===== src/rtl/aes_pkg.sv =====
// Shared AES constants and byte-level helpers for the cipher and decipher cores.
// Holds the S-box table, GF(2^8) column math and round-key slicing.
package aes_pkg;

  localparam int BLK_W  = 128;
  localparam int MAX_NR = 14;
  localparam int MAX_KW = 128 * (MAX_NR + 1);

  typedef enum logic [1:0] {
    PH_LOAD,
    PH_ROUND,
    PH_FINAL,
    PH_DONE
  } aes_phase_e;

  // Byte b lives at bits [2047-8b -: 8], i.e. low bit 8*(255-b).
  localparam logic [2047:0] SBOX_TBL = {
    128'h637c777bf26b6fc53001672bfed7ab76, 128'hca82c97dfa5947f0add4a2af9ca472c0,
    128'hb7fd9326363ff7cc34a5e5f171d83115, 128'h04c723c31896059a071280e2eb27b275,
    128'h09832c1a1b6e5aa0523bd6b329e32f84, 128'h53d100ed20fcb15b6acbbe394a4c58cf,
    128'hd0efaafb434d338545f9027f503c9fa8, 128'h51a3408f929d38f5bcb6da2110fff3d2,
    128'hcd0c13ec5f974417c4a77e3d645d1973, 128'h60814fdc222a908846eeb814de5e0bdb,
    128'he0323a0a4906245cc2d3ac629195e479, 128'he7c8376d8dd54ea96c56f4ea657aae08,
    128'hba78252e1ca6b4c6e8dd741f4bbd8b8a, 128'h703eb5664803f60e613557b986c11d9e,
    128'he1f8981169d98e949b1e87e9ce5528df, 128'h8ca1890dbfe6426841992d0fb054bb16
  };

  function automatic logic [7:0] sbox(input logic [7:0] b);
    sbox = SBOX_TBL[{~b, 3'b000} +: 8];
  endfunction

  function automatic logic [7:0] inv_sbox(input logic [7:0] b);
    inv_sbox = 8'h00;
    for (int i = 0; i < 256; i++) begin
      if (sbox(8'(i)) == b) inv_sbox = 8'(i);
    end
  endfunction

  function automatic logic [7:0] xtime(input logic [7:0] b);
    xtime = {b[6:0], 1'b0} ^ (b[7] ? 8'h1b : 8'h00);
  endfunction

  function automatic logic [7:0] gmul2(input logic [7:0] b);
    gmul2 = xtime(b);
  endfunction

  function automatic logic [7:0] gmul3(input logic [7:0] b);
    gmul3 = xtime(b) ^ b;
  endfunction

  function automatic logic [31:0] mix_column(input logic [31:0] col);
    logic [7:0] a0, a1, a2, a3;
    {a0, a1, a2, a3} = col;
    mix_column = {gmul2(a0) ^ gmul3(a1) ^ a2 ^ a3,
                  a0 ^ gmul2(a1) ^ gmul3(a2) ^ a3,
                  a0 ^ a1 ^ gmul2(a2) ^ gmul3(a3),
                  gmul3(a0) ^ a1 ^ a2 ^ gmul2(a3)};
  endfunction

  // Round key r is the r-th 128-bit word counted from the top of the schedule.
  function automatic logic [127:0] rk(input logic [MAX_KW-1:0] w, input logic [3:0] r,
                                      input logic [3:0] nr);
    logic [10:0] lo;
    lo = {nr - r, 7'b0000000};
    rk = (r > nr) ? 128'h0 : w[lo +: 128];
  endfunction

endpackage


===== src/rtl/aes_sbox.sv =====
// Combinational single-byte AES S-box lookup.
module aes_sbox
  import aes_pkg::*;
(
  input  logic [7:0] a_i,
  output logic [7:0] y_o
);

  assign y_o = sbox(a_i);

endmodule


===== src/rtl/aes_cipher.sv =====
// Iterative AES encryption core, one round per clock, driven by a pre-expanded
// key schedule; the state register is exposed directly on out.
module aes_cipher
  import aes_pkg::*;
#(
  parameter int BW = 128,
  parameter int NR = 10,
  parameter int NK = 4
) (
  input  logic                    clk,
  input  logic                    rst_n,
  input  logic [BW-1:0]           in,
  input  logic [128*(NR+1)-1:0]   w,
  output logic [BW-1:0]           out,
  input  logic                    en,
  input  logic                    set1,
  input  logic                    set2
);

  if (BW != BLK_W || NR != NK + 6 || !(NK == 4 || NK == 6 || NK == 8)) begin : g_cfg_err
    $error("aes_cipher: unsupported BW/NR/NK combination");
  end

  localparam logic [3:0] LAST_RND = 4'(NR);
  localparam logic [3:0] DONE_RND = 4'(NR + 1);

  logic [BW-1:0]     state_q, state_d;
  logic [3:0]        rnd_q, rnd_d;
  logic [MAX_KW-1:0] wExt;
  logic [127:0]      roundKey;
  logic [BW-1:0]     subBytes, shifted, mixed;
  aes_phase_e        phase;

  assign wExt     = MAX_KW'(w);
  assign roundKey = rk(wExt, rnd_q, LAST_RND);

  for (genvar i = 0; i < 16; i++) begin : g_sbox
    aes_sbox u_sbox (
      .a_i(state_q[127-8*i -: 8]),
      .y_o(subBytes[127-8*i -: 8])
    );
  end

  // Row r of the output takes column (c+r) mod 4 of the substituted state.
  for (genvar c = 0; c < 4; c++) begin : g_col
    for (genvar r = 0; r < 4; r++) begin : g_row
      assign shifted[127-8*(4*c+r) -: 8] = subBytes[127-8*(4*((c+r)%4)+r) -: 8];
    end
    assign mixed[127-32*c -: 32] = mix_column(shifted[127-32*c -: 32]);
  end

  always_comb begin
    phase = PH_DONE;
    if (rnd_q == 4'd0)          phase = PH_LOAD;
    else if (rnd_q < LAST_RND)  phase = PH_ROUND;
    else if (rnd_q == LAST_RND) phase = PH_FINAL;
  end

  // Restart beats hold; hold freezes both the state and the round counter.
  always_comb begin
    state_d = state_q;
    rnd_d   = rnd_q;
    if (set1 && set2) begin
      state_d = '0;
      rnd_d   = 4'd0;
    end else if (!en) begin
      unique case (phase)
        PH_LOAD: begin
          state_d = in ^ roundKey;
          rnd_d   = 4'd1;
        end
        PH_ROUND: begin
          state_d = mixed ^ roundKey;
          rnd_d   = rnd_q + 4'd1;
        end
        PH_FINAL: begin
          state_d = shifted ^ roundKey;
          rnd_d   = DONE_RND;
        end
        PH_DONE: begin
          state_d = state_q;
          rnd_d   = rnd_q;
        end
        default: begin
          state_d = state_q;
          rnd_d   = rnd_q;
        end
      endcase
    end
  end

  always_ff @(posedge clk or negedge rst_n) begin
    if (!rst_n) begin
      state_q <= '0;
      rnd_q   <= 4'd0;
    end else begin
      state_q <= state_d;
      rnd_q   <= rnd_d;
    end
  end

  assign out = state_q;

endmodule


===== config.mk =====
export PLATFORM = sky130hd
export DESIGN_NAME = aes_cipher
export DESIGN_NICKNAME = d
export VERILOG_FILES = /design/src/rtl/aes_pkg.sv /design/src/rtl/aes_sbox.sv /design/src/rtl/aes_cipher.sv
export SDC_FILE = /design/constraint.sdc
export NUM_CORES = 2
export LEC_CHECK = 0
export CORE_AREA = 2 2 656 658
export CTS_CLUSTER_SIZE = 40
export DETAILED_ROUTE_END_ITERATION = 6
export DIE_AREA = 0 0 658 660
export PLACE_DENSITY = 0.41
export REMOVE_ABC_BUFFERS = 1
export SYNTH_ARGS = -nofsm -noshare
export SYNTH_HDL_FRONTEND = slang
export SYNTH_SLANG_ARGS = --single-unit

===== constraint.sdc =====
create_clock -name clk -period 7.4 [get_ports clk]
set_clock_uncertainty 0.1 [all_clocks]
set_input_delay 2.22 -clock clk [delete_from_list [all_inputs] [get_ports clk]]
set_output_delay 2.22 -clock clk [all_outputs]
set_load 0.005 [all_outputs]

==> flow_summary.yaml <==
global_route:
  antenna_found_initial: 245
  grt_pass1_wl_um: 924000
  use_met3_pct: 7.14
  grt.overflow.total: 0
  grt_max_degree: 146
  grt_use_total_pct: 30.6
  grt_busiest_layer: "met2"
  grtUsageMet2_pct: 47.3
  grt_pass1_vias: 96600
  grtUsageMet1_pct: 38.9
synthesis:
  synth_ff_type: "dfrtp_1"
  synth_area_per_cell_sq_um: 7.17
  ys_seq_elements: 132
  syn_area_sq_um: 79500
  async_reset_ff_share_pct: 100
  syn_inst: 11100
  synth-edff-count: 0
  ys_warn_count: 0
  synth_cell_types: 133
  ys_seq_area_share_pct: 4.16
cells_and_area:
  multi_input_area_sq_um: 69400
  synthToLayoutAreaGrowth_pct: 28.1
  utilization_pct: 23.9
  final_cell_mix: "clkdlybuf4s50_1, nand2_1, a21oi_1, o21ai_0, nor2_1"
  final_common_cell: "clkdlybuf4s50_1"
  n_fill_cell: 47600
  drive_above_1_share_pct: 11.1
  final-seq-area_sq_um: 3430
  stdcell_area_sq_um: 102000
  fin_nets: 13600
critical_path:
  cp.required_ns: 7.69
  worst-setup-path-type: "reg2reg"
  path_max_fanout: 17
  cp.arrival_ns: 6.99
  critPathLaunchType: "flop"
  endpoint_kind: "flop"
placed_design:
  io_buffers: 1668
  placed_area_sq_um: 101000
  place_congestion: 1.02
  dpl.hpwl_um: 559000
sta:
  whs_ns: 0.446
  tightest_slew_ns: 1.42
  slew_headroom_pct: 4.85
  finalCritPeriodShare_pct: 90.5
  max_freq_mhz: 149
  grt_setup_unrepaired: "no"
  min_period_ns: 6.70
  report.final.slew_viol_count: 0
  setup_viol: 0
  finalHoldViolCount: 0
power_and_ir_drop:
  seqPwrFrac_pct: 4.5
  clkPwrFrac_pct: 1.6
  cellLeakagePower_nw: 34.4
  worst_ir_drop_vdd_v: 0.000569
  sw_frac_of_total_pct: 61.1
  power_frac_comb_pct: 93.9
  cellPowerDensity_nw_per_um2: 602
  switchingPower_mw: 37.5
  power.internal_mw: 23.8
clocking:
  cts_resized: 0
  root_buffer: "clkbuf_16"
  path_clk_slew_ns: 0.09
  clock-sinks: 132
  htree_num_levels: 4
  worstSkewPairLatency_ns: 0.57
  ctsHoldBuffers: 0
  cts_buffers: 17
  post_cts_buffers: 0
  cts_tree: "done"
  cts_max_path_buffers: 2
floorplan:
  coreArea_sq_um: 427000
  die_h_um: 660
  rows: 240
  start_util_pct: 18.6
  num_io_pins: 1669
  die-area_sq_um: 434000
  die_w_um: 658
routing:
  vias_per_cell: 5.93
  drc: 9
  drt_iter0_drc: 15900
  vias: 105000
  first_pass_iters: 7
  wl_per_cell_um: 39.7
  drtAntennaViolNets: 0
  wirelength_um: 701000
worst_hold_path:
  hold_class: "reg2reg"
outcome:
  violations: "design-rule violations"
  status: "finished, violations left"
run:
  drv_cap: 0
## final cells by class
type	instances	share of cell area, %
timing repair buffer	2067	19.7
clock inverter	13	0.135
sequential	132	3.37
antenna	188	0.462
multi-input combinational	9379	68.2
tap	5687	6.99
clock buffer	19	0.435
inverter	200	0.739
## metrics by stage
| step | worst slack (ns) | std cells | setup TNS (ns) | total power, mW |
|---|---|---|---|---|
| 2_1_floorplan | -18.66 | 9711 | -2376.43 | 38.4 |
| 3_3_place_gp | 0.863 | 17500 | 0 | 59.8 |
| 3_5_place_dp | 0.959 | 17500 | 0 | 58.8 |
| 4_1_cts | 0.928 | 17500 | 0 | 60.1 |
| 5_1_grt | 0.639 | 17600 | 0 | 63.7 |
| 6_report | 0.702 | 17700 | 0 | 61.3 |
## worst max-delay path, cell delays in order (launching register included)
cell and delay, ns:
dfrtp_1 0.71, buf_4 0.30, inv_1 0.11, ha_1 0.71
nand2b_1 0.55, mux4_2 0.38, nor2_1 0.04, a211oi_1 0.24
o221ai_1 0.39, xnor2_1 0.65, xnor3_1 0.32, xnor2_1 0.72
a221oi_1 0.29, xnor2_1 0.75, o21ai_1 0.25
## power groups by stage
stage / Clock [mW] / Sequential, mW / Combinational (mW)
after floorplan: 0 / 4.08 / 34.3
after global placement: 0 / 2.72 / 57.1
after detailed placement: 0 / 2.69 / 56.1
after CTS: 1.02 / 2.68 / 56.4
after global routing: 1.04 / 2.83 / 59.8
final: 0.999 / 2.76 / 57.5
## registers in the layout, summed over array words and instances, names as in the netlist
name,cells
out,128
rnd_q,4
## final timing paths
kind / startpoint / end / slack (ns) / cells past startpoint
min reg2reg: out[121] / out[121] / 0.45 / 2
max: out[0] / out[105] / 0.70 / 14
min: out[121] / out[121] / 0.45 / 2
min in group asynchronous: rst_n / out[90] / 1.49 / 1
max reg2reg: out[0] / out[105] / 0.70 / 14
max in group asynchronous: rst_n / out[26] / 4.00 / 2
## kinds of logic after synthesis
family / count (synthesis) / share of synthesized area (%)
compound gates: 3993 / 34.4
xor+xnor: 514 / 7.14
fa+ha+maj: 240 / 3.78
buf+inv: 1567 / 8.82
flops: 132 / 4.16
mux: 817 / 18.2
simple gates: 3815 / 23.6
## metal layers
layer / wire, um / up-vias
met3: 66300 / 1178
met2: 308000 / 7218
met5: 603 / -
li1: - / 43900
met1: 278000 / 52500
met4: 48300 / 74
## Yosys cell counts (46+ instances only)
| cell | n | area, sq um |
|---|---|---|
| a211o_1 | 51 | 447 |
| a211oi_1 | 173 | 1300 |
| a21o_1 | 58 | 435 |
| a21oi_1 | 899 | 4500 |
| a221oi_1 | 109 | 955 |
| a22oi_1 | 55 | 413 |
| a311o_1 | 52 | 521 |
| a311oi_1 | 138 | 1210 |
| a31oi_1 | 243 | 1520 |
| and2_1 | 110 | 688 |
| and3_1 | 77 | 482 |
| buf_1 | 126 | 473 |
| buf_2 | 406 | 2030 |
| buf_4 | 83 | 623 |
| clkbuf_1 | 713 | 2680 |
| dfrtp_1 | 132 | 3300 |
| ha_1 | 240 | 3000 |
| inv_1 | 166 | 623 |
| mux2_2 | 65 | 732 |
| mux2i_1 | 254 | 2540 |
| mux4_2 | 489 | 11000 |
| nand2_1 | 1085 | 4070 |
| nand2b_1 | 344 | 2150 |
| nand3_1 | 285 | 1430 |
| nand4_1 | 46 | 288 |
| nor2_1 | 751 | 2820 |
| nor2b_1 | 297 | 1860 |
| nor3_1 | 402 | 2010 |
| nor3b_1 | 57 | 428 |
| o2111ai_1 | 52 | 455 |
| o211ai_1 | 181 | 1360 |
| o21a_1 | 58 | 435 |
| o21ai_0 | 800 | 4000 |
| o21ai_1 | 123 | 616 |
| o221ai_1 | 77 | 674 |
| o22ai_1 | 53 | 332 |
| o311a_1 | 47 | 470 |
| o311ai_0 | 161 | 1410 |
| o31ai_1 | 126 | 946 |
| or2_2 | 71 | 444 |
| or3_1 | 79 | 494 |
| xnor2_1 | 290 | 2540 |
| xnor3_1 | 65 | 1460 |
| xor2_1 | 130 | 1140 |
No activity file was read; power rests on OpenSTA's default activity.
